`src/rtl/ram_burst_ctrl.sv`:
```
// Burst command front-end for a 256x32 synchronous RAM: turns cmd/wdata/rdata
// streams into raw address, write-enable and data signals.
module ram_burst_ctrl #(
  parameter int STRIDE = 4,
  parameter int RD_LAT = 1
) (
  input  logic        clk,
  input  logic        rst,
  input  logic        cmd_valid,
  output logic        cmd_ready,
  input  logic        cmd_wr,
  input  logic [7:0]  cmd_addr,
  input  logic [3:0]  cmd_len,
  input  logic        wdata_valid,
  output logic        wdata_ready,
  input  logic [31:0] wdata,
  output logic        rdata_valid,
  input  logic        rdata_ready,
  output logic [31:0] rdata,
  output logic        rdata_last,
  output logic        busy,
  output logic [7:0]  mem_addr,
  output logic        mem_wr,
  output logic [31:0] mem_din,
  input  logic [31:0] mem_do,
  output logic [2:0]  dbg_state
);

  // Handshakes: a transfer happens on a rising edge where valid and ready are
  // both 1; valid and its payload stay stable until that edge, and ready
  // never depends on valid.

  typedef enum logic [2:0] {
    IDLE    = 3'd0,
    WRITE   = 3'd1,
    RD_ADDR = 3'd2,
    RD_WAIT = 3'd3,
    RD_RESP = 3'd4
  } state_t;

  localparam logic [7:0] STEP      = 8'(STRIDE);
  localparam logic [1:0] WAIT_INIT = 2'((RD_LAT > 0) ? RD_LAT - 1 : 0);

  state_t      state_q, state_d;
  logic [7:0]  addr_q, addr_d;
  logic [3:0]  rem_q, rem_d;
  logic [1:0]  wait_q, wait_d;
  logic [31:0] rdata_q, rdata_d;
  logic        rvalid_q, rvalid_d;
  logic        rlast_q, rlast_d;
  logic        cmd_ready_c, wdata_ready_c, mem_wr_c;

  always_comb begin
    state_d       = state_q;
    addr_d        = addr_q;
    rem_d         = rem_q;
    wait_d        = wait_q;
    rdata_d       = rdata_q;
    rvalid_d      = rvalid_q;
    rlast_d       = rlast_q;
    cmd_ready_c   = 1'b0;
    wdata_ready_c = 1'b0;
    mem_wr_c      = 1'b0;
    case (state_q)
      IDLE: begin
        cmd_ready_c = 1'b1;
        if (cmd_valid) begin
          addr_d  = cmd_addr;
          rem_d   = cmd_len;
          state_d = cmd_wr ? WRITE : RD_ADDR;
        end
      end
      WRITE: begin
        wdata_ready_c = 1'b1;
        mem_wr_c      = wdata_valid;
        if (wdata_valid) begin
          addr_d = addr_q + STEP;
          if (rem_q == 4'd0) state_d = IDLE;
          else               rem_d   = rem_q - 4'd1;
        end
      end
      RD_ADDR: begin
        // With a zero-latency RAM the data is already valid during this cycle.
        if (RD_LAT == 0) begin
          rdata_d  = mem_do;
          rvalid_d = 1'b1;
          rlast_d  = (rem_q == 4'd0);
          state_d  = RD_RESP;
        end else begin
          wait_d  = WAIT_INIT;
          state_d = RD_WAIT;
        end
      end
      RD_WAIT: begin
        if (wait_q == 2'd0) begin
          rdata_d  = mem_do;
          rvalid_d = 1'b1;
          rlast_d  = (rem_q == 4'd0);
          state_d  = RD_RESP;
        end else begin
          wait_d = wait_q - 2'd1;
        end
      end
      RD_RESP: begin
        if (rdata_ready) begin
          rvalid_d = 1'b0;
          if (rlast_q) begin
            state_d = IDLE;
          end else begin
            addr_d  = addr_q + STEP;
            rem_d   = rem_q - 4'd1;
            state_d = RD_ADDR;
          end
        end
      end
      default: state_d = IDLE;
    endcase
  end

  always_ff @(posedge clk) begin
    if (rst) begin
      state_q  <= IDLE;
      addr_q   <= 8'd0;
      rem_q    <= 4'd0;
      wait_q   <= 2'd0;
      rdata_q  <= 32'd0;
      rvalid_q <= 1'b0;
      rlast_q  <= 1'b0;
    end else begin
      state_q  <= state_d;
      addr_q   <= addr_d;
      rem_q    <= rem_d;
      wait_q   <= wait_d;
      rdata_q  <= rdata_d;
      rvalid_q <= rvalid_d;
      rlast_q  <= rlast_d;
    end
  end

  // Handshake outputs are masked by rst so nothing transfers in a reset cycle.
  assign cmd_ready   = cmd_ready_c & ~rst;
  assign wdata_ready = wdata_ready_c & ~rst;
  assign mem_wr      = mem_wr_c & ~rst;
  assign rdata_valid = rvalid_q & ~rst;
  assign busy        = (state_q != IDLE) & ~rst;
  assign rdata       = rdata_q;
  assign rdata_last  = rlast_q;
  assign mem_addr    = addr_q;
  assign mem_din     = wdata;
  assign dbg_state   = state_q;

endmodule
```
`config.mk`:
```
export PLATFORM = sky130hd
export DESIGN_NAME = ram_burst_ctrl
export DESIGN_NICKNAME = d
export VERILOG_FILES = /design/src/rtl/ram_burst_ctrl.sv
export SDC_FILE = /design/constraint.sdc
export NUM_CORES = 1
export LEC_CHECK = 0
export CORE_AREA = 2 2 84 86
export DETAILED_ROUTE_END_ITERATION = 7
export DIE_AREA = 0 0 86 88
export PLACE_DENSITY = 0.89
export SKIP_CTS_REPAIR_TIMING = 1
export SLEW_MARGIN = 20
export SYNTH_ARGS = -nofsm -noshare
export SYNTH_HDL_FRONTEND = slang
export SYNTH_SLANG_ARGS = --single-unit
```
`constraint.sdc`:
```
create_clock -name clk -period 4.4 [get_ports clk]
set_clock_uncertainty 0.2 [all_clocks]
set_input_delay 0.66 -clock clk [delete_from_list [all_inputs] [get_ports clk]]
set_output_delay 0.66 -clock clk [all_outputs]
set_load 0.05 [all_outputs]
```
======== Word-level counts from Yosys, hierarchy flattened ========
Index checks and enable logic that the tools add are counted.
word-level totals
  bits in registers ....................... 51
  latch bits .............................. 0
  RAM bits ................................ 0
  memory bits (read-only) ................. 0
  word-level logic and storage cells ...... 68
  memories ................................ 0
operators by class
  add/sub/neg operators ................... 3
  multipliers ............................. 0
  divide/modulo/power cells ............... 0
  order comparisons ....................... 0
  equality and inequality tests ........... 12
  shift-type cells ........................ 0
  muxes and demuxes ....................... 27
  bitwise gates (word level) .............. 6
  reductions and logical operators ........ 13
operator list
  cell                                                                   number
  8-bit two-way mux                                                      4
  8-bit one-hot mux with 3 select lines                                  1
  4-bit two-way mux                                                      5
  2-bit != test, second input constant                                   8
  3-bit two-way mux                                                      5
  3-bit one-hot mux with 5 select lines                                  1
  4-bit one-hot mux with 3 select lines                                  1
  5-bit AND reduction                                                    2
  8-bit by 3-bit adder with 8-bit output, second input constant          1
  3-bit by 2-bit equality test with 1-bit output, second input constant  2
  2-bit two-way mux                                                      3
  6-bit AND reduction                                                    1
  3-bit nonzero test                                                     2
  1-bit AND                                                              5
  1-bit two-way mux                                                      5
  4-bit zero test                                                        1
  2-bit one-hot mux with 2 select lines                                  1
  2-bit AND reduction                                                    2
  2-bit nonzero test                                                     2
  4-bit by 1-bit subtractor with 4-bit output, second input constant     1
  3-bit by 1-bit equality test with 1-bit output, second input constant  1
  3-bit equality test, second input constant                             1
  3-bit zero test                                                        1
  3-bit AND reduction                                                    1
  4 further kinds                                                        4

======== Depth between registers and ports, before layout ========
Gate-level depths: netlist (run 1).
  word-level depth ........................ 4
  gate-level depth with buffers ........... 8
  mapped depth without buffers ............ 6

======== Worst setup path before layout (run 1) ========
OpenSTA, ideal clock, no wires.
  kind .................................... flip-flop to output port
  from .................................... reg state_q[1], in the netlist dbg_state[1]
  to ...................................... out mem_wr
  arrival ................................. 2.613 ns
  data required time ...................... 3.540 ns
  setup slack ............................. 0.927 ns
  cell stages (with the launch flop) ...... 5
  cells stage by stage .................... dfxtp_1 buf_2 buf_1 nor3_1 and2_1
on the way
  cells in the longest elaborated chain, start to end .. 3
RTL lines
  item                                            line  source
  start: declaration                              44    state_t state_q, state_d;
  start signal: assignment                        130   state_q <= state_d;
  3-bit by 1-bit equality test with 1-bit output  64    case (state_q)
  1-bit two-way mux                               64
  1-bit AND                                       143   assign mem_wr = mem_wr_c & ~rst;
  end: declaration                                23    output logic mem_wr,
Every way passes these cells.

======== Worst setup path after layout (run 1) ========
  from .................................... reg state_q[0], in the netlist dbg_state[0]
  to ...................................... out mem_wr
The elaborated chain is that of the path after synthesis.

==> results of run 1 <==
layer usage:
layer	GRT usage (%)	part of all wire, %	up-vias
li1	-	-	1184
met2	29.7	50	98
met3	5.18	8.5	10
met5	0	0	-
met1	20.2	40	1099
met4	5.48	1.2	0
power by group through the flow:
stage / sequential (uW) / combinational (uW) / clock, uW
2_1_floorplan: 628 / 316 / 0
3_3_place_gp: 547 / 453 / 0
3_5_place_dp: 549 / 461 / 0
4_1_cts: 539 / 463 / 350
5_1_grt: 545 / 495 / 367
6_report: 539 / 462 / 335
registers in the layout, indices dropped and copies added, names as in the netlist:
register,count
wait_q,2
rvalid_q,1
dbg_state,3
rem_q,4
rdata_last,1
rdata,32
mem_addr,8
how the worst max path moves through the flow:
stage             end  slack (ns)  cells after the start    startpoint
5_1_grt        mem_wr        0.90                      4  dbg_state[0]
2_1_floorplan  mem_wr        0.93                      4  dbg_state[1]
3_5_place_dp   mem_wr        1.33                      4           rst
4_1_cts        mem_wr        1.05                      4  dbg_state[0]
6_report       mem_wr        1.04                      4  dbg_state[0]
3_3_place_gp   mem_wr        1.35                      4           rst
cell type report:
| class | count | area share [%] |
|---|---|---|
| Sequential cell | 51 | 29.9 |
| Inverter | 8 | 0.880 |
| Clock inverter | 3 | 1.39 |
| Tap cell | 80 | 2.93 |
| Clock buffer | 5 | 2.02 |
| Timing Repair Buffer | 102 | 29.5 |
| Multi-Input combinational cell | 213 | 33.4 |
kinds of logic after synthesis:
logic type               after synthesis  share of synthesized area [%]
multiplexers                           3                           1.18
adder cells (fa/ha/maj)                3                           1.48
AND/OR/NAND/NOR                      124                           21.6
AO/OA/AOI/OAI                         82                           19.9
flip-flops                            51                           40.2
XOR/XNOR                               1                          0.641
buffers and inverters                 61                           15.0
synth_stat cells (all sizes together), types with 2 or more instances:
cell type  instances
o2111ai            2
and2               2
buf               39
nor2               8
o211ai             2
nor4               5
nand2b             2
o21ai              3
a31oi              2
nand3              6
dfxtp             51
nor3               6
ha                 3
nand2             84
mux2i              3
a21o               2
a211oi             5
nor3b              2
o21a               2
inv                8
o32ai              5
or3                2
a21oi             49
clkbuf            14
nor2b              3
metrics by stage:
| step | cell area (sq um) | hold slack (ns) | setup slack [ns] | power [uW] | utilization (%) |
|---|---|---|---|---|---|
| after floorplan | 2540 | 0.250 | 0.927 | 944 | - |
| after global placement | 3300 | 0.241 | 1.35 | 999 | 49.6 |
| after detailed placement | 3300 | 0.245 | 1.33 | 1010 | 49.6 |
| after CTS | 3410 | 0.259 | 1.05 | 1350 | 51.4 |
| after global routing | 3410 | 0.276 | 0.903 | 1410 | 51.4 |
| final | 3410 | 0.258 | 1.04 | 1340 | 51.4 |
worst max-delay path: stages (launching register included):
cell and delay [ns]:
dfxtp_1 0.72, nand2b_1 0.21, nor3_1 0.29, and2_1 0.18
clkdlybuf4s50_1 0.80
==> run_results.csv, run 1 <==
group,metric,value,unit
run,maxCapViolCount,0,
route,wl,6620,um
timing,fin_crit_sh,76.4,%
logic_synthesis,synth.top_cell.area_share,40.2,%
final_layout,fillers,637,
power_and_ir_drop,p_leak,0.00115,uW
timing,setup_viol,0,
cts,cts.path.max_buffers,2,
timing,hold_viol,0,
logic_synthesis,seq_area_frac_synth,40.2,%
logic_synthesis,avgSynthCellArea,7.81,sq um
timing,final.setup.tns,0,ns
floorplan,coreArea,6640,sq um
route,routed_via_density,5.18,
logic_synthesis,ys.flop_type,"dfxtp_1",
timing,fmax,298,MHz
floorplan,die_w,86,um
power_and_ir_drop,switchingPower,484,uW
timing,rsz0062_at_grt,"no",
logic_synthesis,yosysWarnings,0,
setup_path,worstPathRequired,3.54,ns
cts,htree_levels,2,
setup_path,critPathCaptureType,"output port",
logic_synthesis,synth_edf_count,0,
final_layout,seq_area,1020,sq um
cts,cts_root_buf,"clkbuf_8",
route,avgRoutedWirePerCell,14.3,um
grt,grt-ovfl-total,0,
grt,grt_pass1_vias,2231,
setup_path,cp.arrival,2.50,ns
floorplan,num_rows,30,
setup_path,rrSetupSlack,1.96,ns
setup_path,r2r-end,"mem_addr[2]",
grt,antenna_found_initial,0,
placement,dp_cells,454,
logic_synthesis,synth_area,2540,sq um
grt,grt_pass1_wl,10500,um
power_and_ir_drop,power_frac_clock,25.1,%
placement,dp_hpwl,4880,um
hold_path,hold_path_class,"reg2reg",
final_layout,diodes,0,
cts,clkLatencyLatePin,0.30,ns
floorplan,die_y,88,um
timing,tightest_slew,0.602,ns
route,ant_nets,0,
floorplan,dieArea,7570,sq um
hold_path,whs_endpoint,"rdata[22]",
setup_path,critPathLaunchType,"flop",
final_layout,multi_input_area,1140,sq um
power_and_ir_drop,power.internal,853,uW
route,drtIter0Drc,179,
setup_path,worst-setup-path-type,"reg2out",
final_layout,layout-drive-gt1-share,4.97,%
timing,fin_crit,3.36,ns
grt,grt.total_usage,17.1,%
setup_path,crit_fanout,17,
power_and_ir_drop,p_seq_share,40.3,%
timing,slew_viol_final,0,
final_layout,area_growth,34.5,%
route,first_pass_iters,5,
logic_synthesis,synthTopCellsByArea,"dfxtp_1 40%, nand2_1 12%, a21oi_1 9.7%, buf_4 9.5%, clkbuf_1 2.1%",
hold_path,min_from,"rdata[22]",
grt,grt_max_degree,35,
hold_path,whs_path_depth,2,
timing,slew_headroom,59.8,%
final_layout,final_nets,466,
power_and_ir_drop,combPwrFrac,34.6,%
status,outcome,"completed",
cts,clock_sinks,51,
logic_synthesis,synth.distinct_cells,45,
floorplan,ios,163,
logic_synthesis,synth_area_leader_cell,"dfxtp_1",
route,num_vias,2391,
power_and_ir_drop,ir_worst_vdd,0.147,mV
setup_path,ff2ff_path_depth,4,
cts,clk_pin_slew,0.10,ns
final_layout,final_cell_mix,"97 x clkdlybuf4s50_1, 84 x nand2_1, 51 x dfxtp_1",
setup_path,rr_startpoint,"dbg_state[0]",
logic_synthesis,synth-seq-cells,51,
cts,cts_buffers,5,
power_and_ir_drop,p_per_area,392,nW/um^2
route,drcViolationCount,0,
logic_synthesis,synth_nets,410,
final_layout,layout_commonest_cell,"clkdlybuf4s50_1",
power_and_ir_drop,switching_share,36.2,%
floorplan,start_util,38.2,%
placement,portBuffers,98,
final_layout,fin_cells,462,
logic_synthesis,syn-instance-count,325,
cts,cts_tree,"done",
placement,gp_congestion,0.867,
logic_synthesis,synth-async-reset-ratio,0,%
(Power assumes the default switching activity.)
==> run 2: changes to the inputs <==
--- a/config.mk
+++ b/config.mk
@@ -5,10 +5,10 @@
 export SDC_FILE = /design/constraint.sdc
 export NUM_CORES = 1
 export LEC_CHECK = 0
-export CORE_AREA = 2 2 84 86
+export CORE_AREA = 2 2 91 93
 export DETAILED_ROUTE_END_ITERATION = 7
-export DIE_AREA = 0 0 86 88
-export PLACE_DENSITY = 0.89
+export DIE_AREA = 0 0 93 95
+export PLACE_DENSITY = 0.81
 export SKIP_CTS_REPAIR_TIMING = 1
 export SLEW_MARGIN = 20
 export SYNTH_ARGS = -nofsm -noshare
==> constraint.sdc (replaced) <==
create_clock -name clk -period 2.85 [get_ports clk]
set_clock_uncertainty 0.2 [all_clocks]
set_input_delay 0.4275 -clock clk [delete_from_list [all_inputs] [get_ports clk]]
set_output_delay 0.4275 -clock clk [all_outputs]
set_load 0.05 [all_outputs]
==> run 2 against run 1 <==
Compared with the run above: cell area is 1.5% higher; largest power group unchanged; flip-flop and latch count stayed put; clock power is 35% higher; critical path depth is 1 lower; combinational power is 59% higher; global-route usage is 1.9 points lower; die area is 17% higher.
==> run_results.csv, run 2 (synthesized netlist as in run 1, its figures left out) <==
group,metric,value,unit
final_layout,area_growth,36.5,%
timing,fin_crit_sh,86.6,%
run,maxCapViolCount,0,
timing,fmax,405,MHz
power_and_ir_drop,p_leak,0.00117,uW
setup_path,crit_start,"dbg_state[0]",
cts,cts.path.max_buffers,2,
floorplan,num_rows,33,
grt,grt_max_degree,55,
placement,gp_congestion,0.836,
power_and_ir_drop,p_seq_share,41.0,%
floorplan,ios,163,
setup_path,cp.arrival,1.84,ns
grt,grt_pass1_vias,2339,
power_and_ir_drop,switching_share,36.3,%
floorplan,dieArea,8840,sq um
power_and_ir_drop,combPwrFrac,36.5,%
setup_path,worstPathRequired,2.22,ns
timing,rsz0062_at_grt,"no",
placement,portBuffers,98,
cts,clk_pin_slew,0.10,ns
timing,hold_viol,0,
timing,fin_crit,2.47,ns
timing,tightest_slew,0.581,ns
setup_path,crit_fanout,4,
cts,cts_tree,"done",
route,routed_via_density,4.93,
route,wl,6620,um
floorplan,start_util,32.0,%
setup_path,critPathLaunchType,"flop",
final_layout,largest_reg_flops,32,
route,ant_nets,0,
power_and_ir_drop,power_frac_clock,22.5,%
timing,slew_headroom,61.2,%
route,first_pass_iters,4,
grt,antenna_found_initial,0,
hold_path,min_from,"rdata[25]",
route,drtIter0Drc,153,
timing,slew_viol_final,0,
grt,grt.total_usage,15.2,%
power_and_ir_drop,p_total,2010,uW
final_layout,layout_commonest_cell,"clkdlybuf4s50_1",
floorplan,coreArea,7930,sq um
power_and_ir_drop,switchingPower,730,uW
final_layout,layout-drive-gt1-share,7.01,%
timing,setup_viol,0,
hold_path,hold_path_class,"reg2reg",
grt,grt-ovfl-total,0,
setup_path,worst-setup-path-type,"reg2out",
floorplan,die_y,95,um
cts,clkLatencyLatePin,0.30,ns
floorplan,die_w,93,um
final_layout,final_cell_mix,"93 x clkdlybuf4s50_1, 84 x nand2_1, 51 x dfxtp_1",
cts,cts_buffers,5,
setup_path,rr_startpoint,"dbg_state[0]",
setup_path,critPathCaptureType,"output port",
route,avgRoutedWirePerCell,13.5,um
cts,htree_levels,2,
power_and_ir_drop,ir_worst_vdd,0.279,mV
cts,cts_root_buf,"clkbuf_8",
placement,dp_hpwl,4790,um
timing,final.setup.tns,0,ns
status,outcome,"completed",
timing,whs,0.255,ns
final_layout,diodes,0,
cts,clock_sinks,51,
route,drcViolationCount,0,
power_and_ir_drop,p_per_area,580,nW/um^2
power_and_ir_drop,power.internal,1280,uW
grt,grt_pass1_wl,10800,um
final_layout,final_nets,469,
route,num_vias,2418,
run 2: layout make-up:
class | count | area [sq um]
inverters | 8 | 30.0
fillers | 806 | 4460
well taps | 105 | 131
repair buffers | 105 | 1030
multi-input cells | 213 | 1150
clock buffers | 8 | 100
flip-flops and latches | 51 | 1020
run 2: metal layers:
| metal | routed length, um | GRT usage (%) | vias to the layer above | part of all wire [%] |
|---|---|---|---|---|
| li1 | - | - | 1195 | - |
| met5 | 0 | 0 | - | 0 |
| met2 | 3100 | 24.3 | 106 | 47 |
| met4 | 57 | 4.53 | 0 | 0.86 |
| met1 | 2790 | 18.7 | 1107 | 42 |
| met3 | 670 | 6.38 | 10 | 10 |
run 2: power groups by stage:
stage,clock network [uW],registers [uW],logic [uW]
after floorplan,0,969,492
after global placement,0,836,724
after detailed placement,0,840,735
after CTS,475,824,737
after global routing,501,834,794
final,452,824,734
run 2: worst paths after layout:
path                            cells after the start          end  slack (ns)
worst min-delay path                                2    rdata[25]        0.25
worst max register to register                      5  mem_addr[2]        0.70
worst min register to register                      2    rdata[25]        0.25
worst max-delay path                                3  wdata_ready        0.38
run 2: stage by stage:
stage          cells  setup WS, ns  utilization [%]  area, sq um
2_1_floorplan    325        0.0545                -         2550
3_3_place_gp     482         0.321             42.4         3360
3_5_place_dp     482         0.280             42.4         3360
4_1_cts          490         0.369             43.7         3460
5_1_grt          490         0.251             43.7         3460
6_report         490         0.381             43.7         3460
run 2: critical path, cell delays in order, from the launching register on:
cell and delay [ns]:
dfxtp_1 0.41, nand2b_1 0.15, nor3_2 0.15, clkdlybuf4s50_1 0.82
==> run 3: changes to the inputs <==
--- a/config.mk
+++ b/config.mk
@@ -6,9 +6,11 @@
 export NUM_CORES = 1
 export LEC_CHECK = 0
 export CORE_AREA = 2 2 91 93
+export CTS_BUF_LIST = sky130_fd_sc_hd__clkbuf_16
 export DETAILED_ROUTE_END_ITERATION = 7
 export DIE_AREA = 0 0 93 95
 export PLACE_DENSITY = 0.81
+export SETUP_SLACK_MARGIN = 0.1
 export SKIP_CTS_REPAIR_TIMING = 1
 export SLEW_MARGIN = 20
 export SYNTH_ARGS = -nofsm -noshare
==> run 3 against run 2 <==
Compared with the run above: routed wire length shrank 0.20%; sequential share of layout area shrank 0.31 points; worst hold slack lost 0.0033 ns; total power grew 5.5%; cell count is the same; non-clock buffer count is the same; flip-flop and latch count is the same; maximum frequency grew 1.0%; core utilization grew 0.46 points; first-iteration DRC count shrank 2.6%; combinational power is essentially flat; register-to-register slack is essentially flat; critical path type unchanged; critical endpoint unchanged; highest routed layer unchanged.
==> run_results.csv, run 3 (synthesized netlist as in run 1, its figures left out) <==
group,metric,value,unit
route,ant_nets,0,
route,wl,6600,um
placement,dp_hpwl,4790,um
setup_path,rr_startpoint,"dbg_state[0]",
timing,final.setup.tns,0,ns
cts,htree_levels,2,
grt,grt_pass1_wl,10800,um
floorplan,num_rows,33,
route,met1_length,2800,um
power_and_ir_drop,p_seq_share,38.9,%
cts,cts.path.max_buffers,2,
cts,clkLatencyLatePin,0.28,ns
power_and_ir_drop,p_per_area,606,nW/um^2
run,maxCapViolCount,0,
setup_path,r2r-end,"mem_addr[2]",
power_and_ir_drop,switching_share,35.2,%
route,wl_met2,3080,um
timing,fmax,409,MHz
final_layout,largest_reg_flops,32,
floorplan,ios,163,
route,drcViolationCount,0,
power_and_ir_drop,switchingPower,745,uW
final_layout,diodes,0,
floorplan,die_w,93,um
floorplan,coreArea,7930,sq um
setup_path,critPathCaptureType,"output port",
power_and_ir_drop,power_frac_clock,26.5,%
setup_path,critPathLaunchType,"flop",
floorplan,die_y,95,um
route,drtIter0Drc,149,
setup_path,crit_fanout,4,
timing,slew_headroom,61.4,%
floorplan,start_util,32.0,%
timing,setup_viol,0,
final_layout,final_cell_mix,"93 x clkdlybuf4s50_1, 84 x nand2_1, 51 x dfxtp_1",
setup_path,endpoint,"wdata_ready",
route,num_vias,2402,
cts,clk_pin_slew,0.07,ns
final_layout,area_growth,37.9,%
route,avgRoutedWirePerCell,13.5,um
power_and_ir_drop,p_leak,0.00119,uW
setup_path,crit_start,"dbg_state[0]",
power_and_ir_drop,ir_worst_vdd,0.266,mV
setup_path,worstPathRequired,2.22,ns
setup_path,worst-setup-path-type,"reg2out",
cts,cts_tree,"done",
timing,slew_viol_final,0,
final_layout,final_nets,469,
cts,cts_root_buf,"clkbuf_16",
setup_path,cp.arrival,1.82,ns
cts,cts_buffers,5,
final_layout,layout_commonest_cell,"clkdlybuf4s50_1",
grt,grt-ovfl-total,0,
setup_path,rrSetupSlack,0.69,ns
status,outcome,"completed",
placement,place_area,3360,sq um
power_and_ir_drop,combPwrFrac,34.6,%
route,wl_met3,666,um
final_layout,postLayoutCoreUtil,44.2,%
timing,rsz0062_at_grt,"no",
grt,grt_max_degree,55,
route,topRoutingLayerUsed,"met4",
placement,gp_congestion,0.836,
floorplan,dieArea,8840,sq um
route,first_pass_iters,4,
hold_path,hold_path_class,"reg2reg",
final_layout,post-route-cell-area,3500,sq um
final_layout,layout-drive-gt1-share,6.49,%
timing,fin_crit,2.44,ns
grt,grt_pass1_vias,2348,
placement,portBuffers,98,
timing,fin_crit_sh,85.7,%
timing,tightest_slew,0.578,ns
route,routed_via_density,4.90,
timing,hold_viol,0,
grt,grt.total_usage,15.2,%
power_and_ir_drop,power.internal,1380,uW
setup_path,ff2ff_path_depth,5,
cts,clock_sinks,51,
grt,antenna_found_initial,0,
hold_path,whs_path_depth,2,
==> run 3: area by class of cell <==
cell class	count	area, sq um
repair buffers	105	1030
multi-input cells	213	1150
well taps	105	131
flip-flops and latches	51	1020
inverters	8	30.0
clock buffers	5	125
fillers	804	4430
clock inverters	3	11.3
==> run 3: stage by stage <==
stage	hold WS [ns]	std cells	power, uW	worst slack (ns)
after detailed placement	0.247	482	1570	0.280
final	0.252	490	2120	0.406
after floorplan	0.251	325	1460	0.0545
after CTS	0.256	490	2150	0.402
after global routing	0.272	490	2240	0.288
after global placement	0.241	482	1560	0.321
==> run 3: worst min-delay path by stage <==
stage                          from         to  slack, ns
after global placement     rdata[9]   rdata[9]       0.24
after detailed placement  rdata[25]  rdata[25]       0.25
final                     rdata[25]  rdata[25]       0.25
after CTS                 rdata[25]  rdata[25]       0.26
after global routing      rdata[27]  rdata[27]       0.27
after floorplan            rvalid_q   rvalid_q       0.25
==> run 3: power groups by stage <==
stage          Combinational [uW]  Sequential, uW  Clock (uW)
6_report                      734             824         563
5_1_grt                       794             834         612
4_1_cts                       737             824         585
3_5_place_dp                  735             840           0
3_3_place_gp                  724             836           0
2_1_floorplan                 492             969           0
==> run 3: routing by layer <==
| metal | vias up | GRT usage (%) |
|---|---|---|
| met4 | 0 | 4.17 |
| met3 | 10 | 6.38 |
| met1 | 1097 | 18.6 |
| met5 | - | 0 |
| met2 | 99 | 24.6 |
| li1 | 1196 | - |
==> run 3: critical path: stages, from the launching register on <==
cell and delay, ns:
dfxtp_1 0.40, nand2b_1 0.15, nor3_2 0.15, clkdlybuf4s50_1 0.82
